--- src/rtl/mux_signals.sv ---
// Shared mux-select and fetch-state types used across the front end.
package mux_signals;

    typedef enum logic [1:0] {
        PC_BRANCH = 2'd0,
        PC_JRA    = 2'd1,
        PC_JUMP   = 2'd2,
        PC_NPC    = 2'd3
    } pc_ms;

    typedef enum logic [1:0] {
        FETCH  = 2'd0,
        HOLD   = 2'd1,
        HALTED = 2'd2
    } fetch_state_t;

    localparam int unsigned WORD_W = 32;

    // Sequential PC increment; wraps naturally at the top of the address space.
    function automatic logic [WORD_W-1:0] pc_plus4(input logic [WORD_W-1:0] pc);
        return pc + 32'd4;
    endfunction

endpackage

--- src/rtl/fetch_unit_if.sv ---
// Fetch-unit bundle: redirect/stall/halt control, instruction memory and decode latch.
// The misalign flag exists only when PC_ALIGN_CHECK_EN is defined.
interface fetch_unit_if;
    import mux_signals::*;

    logic        redir;
    pc_ms        pc_sel;
    logic [31:0] branch_addr;
    logic [31:0] jra;
    logic [25:0] jaddr;
    logic        stall;
    logic        halt;
    logic        imem_ren;
    logic [31:0] imem_addr;
    logic        ihit;
    logic [31:0] imem_load;
    logic [31:0] instr;
    logic [31:0] npc_out;
    logic        instr_valid;
    logic        halted;
`ifdef PC_ALIGN_CHECK_EN
    logic        misalign;
`endif

    modport master (
        input  redir, pc_sel, branch_addr, jra, jaddr, stall, halt, ihit, imem_load,
`ifdef PC_ALIGN_CHECK_EN
        output misalign,
`endif
        output imem_ren, imem_addr, instr, npc_out, instr_valid, halted
    );

    modport slave (
        output redir, pc_sel, branch_addr, jra, jaddr, stall, halt, ihit, imem_load,
`ifdef PC_ALIGN_CHECK_EN
        input  misalign,
`endif
        input  imem_ren, imem_addr, instr, npc_out, instr_valid, halted
    );

endinterface

--- src/rtl/pc_target_mux.sv ---
// Combinational redirect-target selection. Without ALIGN_CHECK the low two
// target bits are cleared; with it they pass through and flag misalignment.
module pc_target_mux
    import mux_signals::*;
#(
    parameter bit ALIGN_CHECK = 1'b0
) (
    input  pc_ms        pc_sel,
    input  logic [31:0] pc,
    input  logic [31:0] branch_addr,
    input  logic [31:0] jra,
    input  logic [25:0] jaddr,
    output logic [31:0] target,
    output logic        misaligned
);

    logic [31:0] target_raw;

    always_comb begin
        target_raw = pc_plus4(pc);
        unique case (pc_sel)
            PC_BRANCH: target_raw = branch_addr;
            PC_JRA:    target_raw = jra;
            PC_JUMP:   target_raw = {pc[31:28], jaddr, 2'b00};
            default:   target_raw = pc_plus4(pc);
        endcase
    end

    always_comb begin
        if (ALIGN_CHECK) begin
            target     = target_raw;
            misaligned = |target_raw[1:0];
        end else begin
            target     = {target_raw[31:2], 2'b00};
            misaligned = 1'b0;
        end
    end

endmodule

--- src/rtl/fetch_unit.sv ---
// Instruction fetch: PC register, FETCH/HOLD/HALTED control and the fetch/decode latch.
// Optional PC_ALIGN_CHECK_EN adds a sticky misalign flag that halts on unaligned redirects.
module fetch_unit
    import mux_signals::*;
#(
    parameter logic [31:0] PC_INIT = 32'h00000000
) (
    input  logic         CLK,
    input  logic         nRST,
    fetch_unit_if.master bus
);

`ifdef PC_ALIGN_CHECK_EN
    localparam bit ALIGN_CHECK = 1'b1;
`else
    localparam bit ALIGN_CHECK = 1'b0;
`endif

    fetch_state_t state, next_state;
    logic [31:0]  pc;
    logic [31:0]  pc_next;
    logic [31:0]  target;
    logic         misaligned;
    logic         redir_eff;
    logic [31:0]  hold_instr_p0, hold_npc_p0;
    logic [31:0]  instr_p1, npc_p1;
    logic         vld_p1;

    pc_target_mux #(.ALIGN_CHECK(ALIGN_CHECK)) u_target (
        .pc_sel      (bus.pc_sel),
        .pc          (pc),
        .branch_addr (bus.branch_addr),
        .jra         (bus.jra),
        .jaddr       (bus.jaddr),
        .target      (target),
        .misaligned  (misaligned)
    );

    assign pc_next   = pc_plus4(pc);
    assign redir_eff = bus.redir && (bus.pc_sel != PC_NPC);

    always_ff @(posedge CLK) begin
        if (!nRST) state <= FETCH;
        else       state <= next_state;
    end

    // Halt beats redirect, redirect beats stall.
    always_comb begin
        next_state = state;
        if (bus.halt) begin
            next_state = HALTED;
        end else begin
            unique case (state)
                FETCH: begin
                    if (redir_eff)                next_state = misaligned ? HALTED : FETCH;
                    else if (bus.ihit && bus.stall) next_state = HOLD;
                end
                HOLD: begin
                    if (redir_eff)       next_state = misaligned ? HALTED : FETCH;
                    else if (!bus.stall) next_state = FETCH;
                end
                default: next_state = HALTED;
            endcase
        end
    end

    always_comb begin
        bus.imem_ren = (state == FETCH);
        bus.halted   = (state == HALTED);
    end

    // Stage p0: PC and hold buffer; stage p1: fetch/decode latch.
    always_ff @(posedge CLK) begin
        if (!nRST) begin
            pc            <= PC_INIT;
            hold_instr_p0 <= '0;
            hold_npc_p0   <= '0;
            instr_p1      <= '0;
            npc_p1        <= '0;
            vld_p1        <= 1'b0;
        end else if (bus.halt) begin
            vld_p1 <= 1'b0;
        end else if (redir_eff && state != HALTED) begin
            vld_p1 <= 1'b0;
            if (!misaligned) pc <= target;
        end else begin
            unique case (state)
                FETCH: begin
                    if (bus.ihit) begin
                        pc <= pc_next;
                        if (bus.stall) begin
                            hold_instr_p0 <= bus.imem_load;
                            hold_npc_p0   <= pc_next;
                        end else begin
                            instr_p1 <= bus.imem_load;
                            npc_p1   <= pc_next;
                            vld_p1   <= 1'b1;
                        end
                    end else if (!bus.stall) begin
                        vld_p1 <= 1'b0;
                    end
                end
                HOLD: begin
                    if (!bus.stall) begin
                        instr_p1 <= hold_instr_p0;
                        npc_p1   <= hold_npc_p0;
                        vld_p1   <= 1'b1;
                    end
                end
                default: ;
            endcase
        end
    end

`ifdef PC_ALIGN_CHECK_EN
    logic misalign_q;

    always_ff @(posedge CLK) begin
        if (!nRST)
            misalign_q <= 1'b0;
        else if (!bus.halt && state != HALTED && redir_eff && misaligned)
            misalign_q <= 1'b1;
    end

    assign bus.misalign = misalign_q;
`endif

    assign bus.imem_addr   = pc;
    assign bus.instr       = instr_p1;
    assign bus.npc_out     = npc_p1;
    assign bus.instr_valid = vld_p1;

endmodule

--- src/flat_wrapper.sv ---
// flat-port wrapper written by rule: the top's interface ports become plain ports
module fetch_unit_flat import mux_signals::*;
#(
    parameter logic [31:0] PC_INIT = 32'h00000000
)
  (CLK, nRST, bus_redir, bus_pc_sel, bus_branch_addr, bus_jra, bus_jaddr, bus_stall, bus_halt, bus_ihit, bus_imem_load, bus_imem_ren, bus_imem_addr, bus_instr, bus_npc_out, bus_instr_valid, bus_halted);
  fetch_unit_if bus_i ();
  input  logic CLK;
  input  logic nRST;
  input wire logic [$bits(bus_i.redir)-1:0] bus_redir;
  input wire logic [$bits(bus_i.pc_sel)-1:0] bus_pc_sel;
  input wire logic [$bits(bus_i.branch_addr)-1:0] bus_branch_addr;
  input wire logic [$bits(bus_i.jra)-1:0] bus_jra;
  input wire logic [$bits(bus_i.jaddr)-1:0] bus_jaddr;
  input wire logic [$bits(bus_i.stall)-1:0] bus_stall;
  input wire logic [$bits(bus_i.halt)-1:0] bus_halt;
  input wire logic [$bits(bus_i.ihit)-1:0] bus_ihit;
  input wire logic [$bits(bus_i.imem_load)-1:0] bus_imem_load;
  output wire logic [$bits(bus_i.imem_ren)-1:0] bus_imem_ren;
  output wire logic [$bits(bus_i.imem_addr)-1:0] bus_imem_addr;
  output wire logic [$bits(bus_i.instr)-1:0] bus_instr;
  output wire logic [$bits(bus_i.npc_out)-1:0] bus_npc_out;
  output wire logic [$bits(bus_i.instr_valid)-1:0] bus_instr_valid;
  output wire logic [$bits(bus_i.halted)-1:0] bus_halted;
  assign bus_i.redir = bus_redir;
  assign bus_i.pc_sel = bus_pc_sel;
  assign bus_i.branch_addr = bus_branch_addr;
  assign bus_i.jra = bus_jra;
  assign bus_i.jaddr = bus_jaddr;
  assign bus_i.stall = bus_stall;
  assign bus_i.halt = bus_halt;
  assign bus_i.ihit = bus_ihit;
  assign bus_i.imem_load = bus_imem_load;
  assign bus_imem_ren = bus_i.imem_ren;
  assign bus_imem_addr = bus_i.imem_addr;
  assign bus_instr = bus_i.instr;
  assign bus_npc_out = bus_i.npc_out;
  assign bus_instr_valid = bus_i.instr_valid;
  assign bus_halted = bus_i.halted;
  fetch_unit #(.PC_INIT(PC_INIT)) u_core (.CLK(CLK), .nRST(nRST), .bus(bus_i));
endmodule
--- config.mk ---
export PLATFORM = sky130hd
export DESIGN_NAME = fetch_unit_flat
export DESIGN_NICKNAME = d
export VERILOG_FILES = /design/src/rtl/mux_signals.sv /design/src/rtl/fetch_unit_if.sv /design/src/rtl/pc_target_mux.sv /design/src/rtl/fetch_unit.sv /design/src/flat_wrapper.sv
export SDC_FILE = /design/constraint.sdc
export NUM_CORES = 1
export LEC_CHECK = 0
export ABC_AREA = 0
export CELL_PAD_IN_SITES_DETAIL_PLACEMENT = 2
export CELL_PAD_IN_SITES_GLOBAL_PLACEMENT = 2
export CORE_MARGIN = 2
export CORE_UTILIZATION = 24
export CTS_BUF_LIST = sky130_fd_sc_hd__clkbuf_16
export CTS_CLUSTER_DIAMETER = 40
export DETAILED_ROUTE_END_ITERATION = 16
export PLACE_DENSITY = 0.75
export SYNTH_ARGS = -nofsm -noshare
export SYNTH_HDL_FRONTEND = slang
export SYNTH_SLANG_ARGS = --single-unit
--- constraint.sdc ---
create_clock -name CLK -period 4.4 [get_ports CLK]
set_clock_uncertainty 0.1 [all_clocks]
set_input_delay 0.88 -clock CLK [delete_from_list [all_inputs] [get_ports CLK]]
set_output_delay 0.88 -clock CLK [all_outputs]
set_load 0.05 [all_outputs]
-- Word-level counts from Yosys, hierarchy flattened
Index checks and enable logic that the tools add are counted.
- register bits: 163
- output and inout port bits: 99
- logic and storage cells: 67
- $add $sub $neg: 1
- equality and inequality tests: 15
- muxes and demuxes: 22
- bitwise gates (word level): 3
- reductions and logical operators: 17
- operators by type and width (cell ; count):
    $mux W32 ; 9
    $pmux W32 S2 ; 2
    $pmux W32 S3 ; 1
    $add A32 B3 Y32 const B ; 1
    $ne A2 B2 Y1 const B ; 6
    $mux W2 ; 5
    $reduce_and A2 Y1 ; 3
    $reduce_and A6 Y1 ; 1
    $reduce_bool A2 Y1 ; 3
    $reduce_and A5 Y1 ; 1
    $eq A2 B1 Y1 const B ; 2
    $eq A2 B2 Y1 const B ; 2
    $logic_not A2 Y1 ; 2
    $ne A4 B2 Y1 const B ; 1
    $ne A4 B3 Y1 const B ; 1
    $pmux W2 S2 ; 1
    $reduce_and A4 Y1 ; 1
    $logic_and A1 B1 Y1 ; 3
    $mux W1 ; 3
    $ne A3 B1 Y1 const B ; 1
    $ne A3 B2 Y1 const B ; 1
    $ne A3 B3 Y1 const B ; 1
    $not A1 Y1 ; 3
    $reduce_and A3 Y1 ; 1
    3 further kinds ; 3

-- Longest topological paths before layout
Gate-level depths: netlist of the first run.
- depth in word-level cells: 5
- depth in mapped cells: 8

-- Modules after synthesis
A second synthesis of the first run with hierarchy kept.
- cells, all modules: 1055
- area, all modules: 8598.2 sq um
- by module, submodules not included (module ; instances ; cells each ; area an instance (sq um)):
    fetch_unit ; 1 ; 917 ; 7272.0
    pc_target_mux ; 1 ; 138 ; 1326.3

-- Worst setup path before layout of the first run
OpenSTA, ideal clock, no wires.
- path kind: input -> register
- start point: input port bus_pc_sel[1]
- end point: register u_core.npc_p1[21] (netlist: u_core.bus.npc_out[21])
- library setup time: 0.074 ns
- data arrival time: 2.442 ns
- data required time: 4.226 ns
- path slack: 1.783 ns
- cell stages on the path: 6
- path buffers: 2
- path through: clkbuf_1 a21boi_1 or4_1 clkbuf_1 or4_1 a31oi_1
- cells in the longest elaborated chain, start to end: 5
- RTL lines (item ; RTL line ; source):
    start, declared ; flat_wrapper.sv:11 ; input wire logic [$bits(bus_i.pc_sel)-1:0] bus_pc_sel;
    $ne A2 B2 Y1 ; fetch_unit.sv:40 ; assign redir_eff = bus.redir && (bus.pc_sel != PC_NPC);
    $logic_and A1 B1 Y1 ; fetch_unit.sv:40 ;
    $logic_and A1 B1 Y1 ; fetch_unit.sv:83 ; end else if (redir_eff && state != HALTED) begin
    $not A1 Y1 (no line) ; - ;
    $reduce_and A6 Y1 (no line) ; - ;
    end signal, assigned ; fetch_unit.sv:96 ; npc_p1 <= pc_next;
    end signal, assigned ; fetch_unit.sv:106 ; npc_p1 <= hold_npc_p0;
    end, declared ; fetch_unit.sv:26 ; logic [31:0] instr_p1, npc_p1;
Every way passes these cells.
A chain may end at the register's enable or synchronous reset.

-- Worst setup path in the final report of the first run
- start point: input port bus_halt
- end point: register u_core.hold_npc_p0[2]
- cells in the longest elaborated chain, start to end: 2
- RTL lines (item ; RTL line ; source):
    start, declared ; flat_wrapper.sv:16 ; input wire logic [$bits(bus_i.halt)-1:0] bus_halt;
    $not A1 Y1 (no line) ; - ;
    $reduce_and A5 Y1 (no line) ; - ;
    end signal, assigned ; fetch_unit.sv:93 ; hold_npc_p0 <= pc_next;
    end, declared ; fetch_unit.sv:25 ; logic [31:0] hold_instr_p0, hold_npc_p0;
Every way passes these cells.

==> results.yml, run 1 <==
sta:
  whs_ns: 0.358
  period_minus_slack_ns: 3.30
  slew_headroom_pct: 37.9
  drv_slew: 0
  fmax_mhz: 303
  setup_viol: 0
  final.setup.worst_slack_ns: 1.10
  finalSetupTns_ns: 0
  hold_violations: 0
  worstMarginPinSlew_ns: 0.932
  min_period_over_period_pct: 75.0
  rsz0062_at_grt: "false"
run:
  max_cap_violations: 0
synthesis:
  syn_inst: 991
  synth_edf_count: 0
  yosysMostFrequentCell: "nand2_1"
  netlist.area_leader.share_pct: 40.9
  synthTopCellsByCount: "nand2_1, dfxtp_1, nor2_1, a21oi_1, clkbuf_1"
  async_flop_share_pct: 0
  synthTopCellsByArea: "dfxtp_1, nand2_1, a21oi_1"
  yosys_register_bits: 157
  syn_area_per_cell_um2: 7.75
  netlist_area_mm2: 0.00768
  ys_types: 65
  synth_top_area_cell: "dfxtp_1"
  synth_ff_type: "dfxtp_1"
  yosysSeqAreaShare_pct: 40.9
  ys_warn_count: 0
power_and_ir_drop:
  switchingPower_w: 0.00101
  power_density_mw_per_mm2: 322
  p_int_w: 0.00247
  pwr-share-comb_pct: 15.4
  p_seq_share_pct: 42.9
  p_clk_share_pct: 41.7
  vdd_ir_drop_max_uv: 244
  p_leak_nw: 3.72
  swShare_pct: 29.1
  p_total_w: 0.00349
worst_hold_path:
  hold_start: "u_core.hold_instr_p0[7]"
  hold_end: "u_core.hold_instr_p0[7]"
  hold_path.class: "flop to flop"
  min_path_cells: 2
die:
  io_pins: 229
  fp.dieH_um: 183
  coreArea_mm2: 0.0316
  start_util_pct: 24.3
  die-width_um: 183
  dieArea_mm2: 0.0335
  num_rows: 65
detailed_routing:
  route.vias.total: 8016
  drt_wl_total_um: 30600
  drtAntennaViolNets: 0
  drc: 0
  drt-initial-drc-count: 353
  first_pass_iters: 4
  wl_per_cell_um: 19.4
  viasPerCell: 5.08
critical_path:
  path_class: "input port to flop"
  start_kind: "input port"
  max_stage_delay_ns: 0.81
  cp-end-kind: "flop"
  worst-path-max-fanout: 25
  crit_path_start: "bus_halt"
  worstRegToRegCells: 6
  r2r_start: "u_core.bus.imem_addr[2]"
  crit_arrival_ns: 3.56
  path_buf_inv: 2
  cp_top_family: "simple AND/OR/NAND/NOR gates"
  path_cells: "clkdlybuf4s50_1, or4b_1, or3b_2, buf_4, o21ai_0, and2_1"
  cp_num_cells: 6
  rr_endpoint: "u_core.bus.npc_out[20]"
  critPathSlowestCell: "or3b_2"
  regToRegSetupSlack_ns: 1.43
  crit_required_ns: 4.66
cells_and_area:
  areaGrowthSynthToFinish_pct: 40.9
  drive_gt1_share_pct: 6.64
  antenna_cells: 0
  layout.nets: 1293
clock_tree:
  cts_resized: 0
  post_cts_buffers: 0
  cts_tree: "yes"
  ctsHtreeMaxLevel: 4
  clk_latency_ns: 0.43
  root_buffer: "clkbuf_16"
  postCtsHoldBufs: 0
  numCtsBuffers: 17
  cts_num_sinks: 157
  clk_pin_slew_ns: 0.07
  ctsLongestPathBuffers: 2
global_routing:
  antenna_found_initial: 0
  grt_pass1_vias: 8594
  grt_usage_pct: 18.3
  grt_remaining_overflow: 0
  grt_max_degree: 89
  grt_pass1_wl_um: 48400
placement:
  portBuffers: 220
  place.gp.congestion: 0.738
  hpwl_um: 21500
  place_ws_ns: 0.636
outcome:
  status: "completed"
[kinds of logic after synthesis]
kind of cell	Yosys count	share of synthesized area [%]
multiplexers	34	4.43
AND/OR/NAND/NOR	406	24.2
XOR/XNOR	23	2.62
buffers and inverters	101	5.37
flip-flops	157	40.9
AO/OA/AOI/OAI	268	22.3
other	1	0.0488
adder cells (fa/ha/maj)	1	0.163
[final cells by class]
type                    instances  area [µm²]
clock buffers                  17         425
clock inverters                15         139
fillers                      3609       20700
inverters                      10        38.8
multi-input cells             736        4170
flip-flops and latches        157        3140
well taps                     402         503
repair buffers                240        2400
[power groups by stage]
stage	clock, W	sequential (W)	combinational [W]
2_1_floorplan	0	0.00160	0.000215
3_5_place_dp	0	0.00153	0.000543
6_report	0.00145	0.00150	0.000538
3_3_place_gp	0	0.00153	0.000532
4_1_cts	0.00150	0.00150	0.000546
5_1_grt	0.00156	0.00150	0.000583
[metal layers]
layer	routed length (µm)	up-vias	GRT usage [%]
met5	0	-	0
met4	435	0	4.26
met3	927	24	2.88
met2	15800	114	33.7
met1	13400	4010	22.3
li1	-	3868	-
[per-stage QoR]
stage / std cells / cell area, µm² / utilization (%)
floorplan: 994 / 7690 / -
global placement: 1545 / 10300 / 32.5
detailed placement: 1545 / 10300 / 32.5
CTS: 1577 / 10800 / 34.3
global route: 1577 / 10800 / 34.3
finish: 1577 / 10800 / 34.3
[worst max-delay path by stage]
stage | end | slack (ns)
after global routing | u_core.hold_npc_p0[2] | 0.94
after floorplan | u_core.bus.npc_out[21] | 1.78
final | u_core.hold_npc_p0[2] | 1.10
after detailed placement | u_core.hold_npc_p0[2] | 0.64
after global placement | u_core.hold_npc_p0[2] | 0.67
after CTS | u_core.hold_npc_p0[2] | 1.08
[flip-flops by register name, summed over array words and instances, names as in the netlist]
register                flops
u_core.hold_npc_p0         30
u_core.bus.instr           32
u_core.bus.instr_valid      1
u_core.bus.imem_addr       30
u_core.state                2
u_core.bus.npc_out         30
u_core.hold_instr_p0       32
[cells in the final DEF, fill, tap and decap left out, types with 3 or more instances in the layout]
| cell type | Yosys | final |
|---|---|---|
| xor2_1 | 14 | 14 |
| nand4_1 | 8 | 8 |
| buf_12 | 0 | 5 |
| o21ai_0 | 64 | 64 |
| xnor2_1 | 9 | 9 |
| or2_2 | 3 | 3 |
| inv_6 | 0 | 3 |
| inv_1 | 10 | 9 |
| clkinvlp_4 | 0 | 3 |
| nor2_1 | 90 | 88 |
| clkdlybuf4s50_1 | 0 | 218 |
| a31o_2 | 4 | 4 |
| a2bb2oi_1 | 3 | 3 |
| clkinv_2 | 0 | 3 |
| a311oi_1 | 34 | 34 |
| a211oi_1 | 8 | 8 |
| conb_1 | 1 | 4 |
| buf_4 | 4 | 15 |
| or3_1 | 3 | 3 |
| o221ai_1 | 7 | 7 |
| o31a_1 | 7 | 7 |
| o22ai_1 | 9 | 9 |
| and3_1 | 11 | 11 |
| dfxtp_1 | 157 | 157 |
| and2_1 | 7 | 7 |
| o211ai_1 | 15 | 15 |
| clkinv_4 | 0 | 4 |
| clkbuf_16 | 0 | 17 |
| or4_1 | 5 | 5 |
| mux2i_1 | 34 | 34 |
| a21oi_1 | 83 | 83 |
| nor4_1 | 11 | 11 |
| nand2_1 | 183 | 183 |
| nor3_1 | 18 | 18 |
| a31oi_1 | 11 | 11 |
| nand3_1 | 46 | 46 |
[worst reg2reg max path, cell delays in order (launching register included)]
cell	delay, ns
dfxtp_1	0.63
ha_1	0.40
nand3_1	0.29
nor3_2	0.61
nand2_1	0.24
and2_1	0.24
o311a_1	0.33
(Power assumes the default switching activity.)
==> run 2, diff against run 1 <==
==> constraint.sdc (replaced) <==
create_clock -name CLK -period 3.3 [get_ports CLK]
set_clock_uncertainty 0.1 [all_clocks]
set_input_delay 0.66 -clock CLK [delete_from_list [all_inputs] [get_ports CLK]]
set_output_delay 0.66 -clock CLK [all_outputs]
set_load 0.05 [all_outputs]
==> run 2 against run 1 <==
Effect of this change:
- setup slack got worse by 0.81 ns
- total power grew 38%
- global-route usage is 0.34 points higher
- utilization grew 0.73 points
- die area unchanged
- worst hold slack worse by 0.00064 ns
- combinational power is 38% higher
- final area is 2.1% higher
- largest power group is now clock
==> results.yml, run 2 (synthesized netlist as in run 1, its figures left out) <==
critical_path:
  setup.worst_path.end: "bus_halted"
  worstRegToRegCells: 7
  r2r_start: "u_core.bus.imem_addr[2]"
  rr_endpoint: "u_core.bus.npc_out[28]"
  cp-end-kind: "output pin"
  regToRegSetupSlack_ns: 0.73
  crit_path_start: "u_core.state[1]"
  crit_arrival_ns: 2.25
  worst-path-max-fanout: 9
  path_class: "flop to output pin"
  start_kind: "flop"
  crit_required_ns: 2.54
sta:
  period_minus_slack_ns: 3.01
  slew_headroom_pct: 46.5
  worstMarginPinSlew_ns: 0.803
  setup_viol: 0
  fmax_mhz: 332
  min_period_over_period_pct: 91.3
  hold_violations: 0
  final.setup.worst_slack_ns: 0.288
  rsz0062_at_grt: "false"
  finalSetupTns_ns: 0
  drv_slew: 0
placement:
  place_ws_ns: 0.201
  portBuffers: 220
  placed_cells: 1567
  hpwl_um: 22500
  place_area_mm2: 0.0104
  place.gp.congestion: 0.746
cells_and_area:
  final_common_cell: "clkdlybuf4s50_1"
  n_fill_cell: 3537
  final_cells: 1598
  multi_input_area_mm2: 0.00417
  final_core_util_pct: 35.0
  seq_area_mm2: 0.00314
  fin_area_mm2: 0.0111
  mostFrequentLayoutCells: "clkdlybuf4s50_1, nand2_1, dfxtp_1"
  areaGrowthSynthToFinish_pct: 43.9
  antenna_cells: 0
  layout.nets: 1315
  drive_gt1_share_pct: 8.03
die:
  die-width_um: 183
  fp.dieH_um: 183
  start_util_pct: 24.3
  coreArea_mm2: 0.0316
  dieArea_mm2: 0.0335
  num_rows: 65
  io_pins: 229
detailed_routing:
  drtAntennaViolNets: 0
  viasPerCell: 5.07
  drc: 0
  drt-initial-drc-count: 276
  drt_wl_total_um: 31100
  first_pass_iters: 4
  wl_per_cell_um: 19.4
  route.vias.total: 8094
global_routing:
  met1_usage_pct: 22.6
  grt_busiest_layer: "met2"
  grt_max_degree: 72
  antenna_found_initial: 0
  met3_usage_pct: 2.74
  grt_usage_pct: 18.7
  grt_remaining_overflow: 0
  gr-usage-met2_pct: 35.4
  grt_pass1_wl_um: 49200
  grt_pass1_vias: 8688
clock_tree:
  ctsLongestPathBuffers: 2
  cts_num_sinks: 157
  ctsHtreeMaxLevel: 4
  numCtsBuffers: 17
  post_cts_buffers: 0
  clk_latency_ns: 0.42
  postCtsHoldBufs: 0
  cts_tree: "yes"
  clk_pin_slew_ns: 0.07
  root_buffer: "clkbuf_16"
  cts_resized: 0
worst_hold_path:
  hold_path.class: "flop to flop"
power_and_ir_drop:
  vdd_ir_drop_max_uv: 343
  power_density_mw_per_mm2: 436
  p_leak_nw: 3.87
outcome:
  status: "completed"
run:
  max_cap_violations: 0
==> run 2: cell types whose count changed in the layout (fill, tap and decap cells not counted) <==
cell       previous run  this run
buf_4                15        35
bufinv_16             1         4
inv_1                 9        12
inv_6                 3         0
buf_12                5         7
clkinv_4              4         2
clkinv_2              3         2
inv_8                 1         0
==> run 2: worst min path at each step <==
stage,to,slack (ns),from,cells past startpoint
detailed placement,u_core.hold_instr_p0[25],0.35,u_core.hold_instr_p0[25],2
global placement,u_core.hold_instr_p0[9],0.34,u_core.hold_instr_p0[9],2
floorplan,u_core.hold_instr_p0[0],0.34,u_core.hold_instr_p0[0],2
finish,u_core.hold_instr_p0[3],0.36,u_core.hold_instr_p0[3],2
CTS,u_core.hold_instr_p0[21],0.36,u_core.hold_instr_p0[21],2
global route,u_core.hold_instr_p0[7],0.38,u_core.hold_instr_p0[7],2
==> run 2: layer usage <==
layer  wire [µm]  vias to the layer above
met2       16600                      116
met4         187                        0
li1            -                     3902
met3         943                       11
met1       13400                     4065
met5           0                        -
==> run 2: area by class of cell <==
cell class                      count  area share (%)
Multi-Input combinational cell    736            37.7
Sequential cell                   157            28.4
Timing Repair Buffer              262            23.5
Tap cell                          402            4.55
Clock buffer                       17            3.85
Clock inverter                     14            1.63
Inverter                           10           0.351
==> run 2: worst max-delay path, stage by stage (launching register included) <==
cell and delay [ns]:
dfxtp_1 0.54, nand2b_1 0.22, inv_1 0.21, clkdlybuf4s50_1 0.86
==> run 2: power breakdown <==
part	switching [W]	leakage [nW]	internal, W
clock	0.000830	0.296	0.00125
sequential	0.0000466	1.27	0.00195
combinational	0.000424	2.30	0.000317
==> run 2: per-stage QoR <==
step | hold WS [ns] | total power (W)
finish | 0.358 | 0.00482
global placement | 0.342 | 0.00277
global route | 0.383 | 0.00503
detailed placement | 0.351 | 0.00279
floorplan | 0.337 | 0.00242
CTS | 0.361 | 0.00488
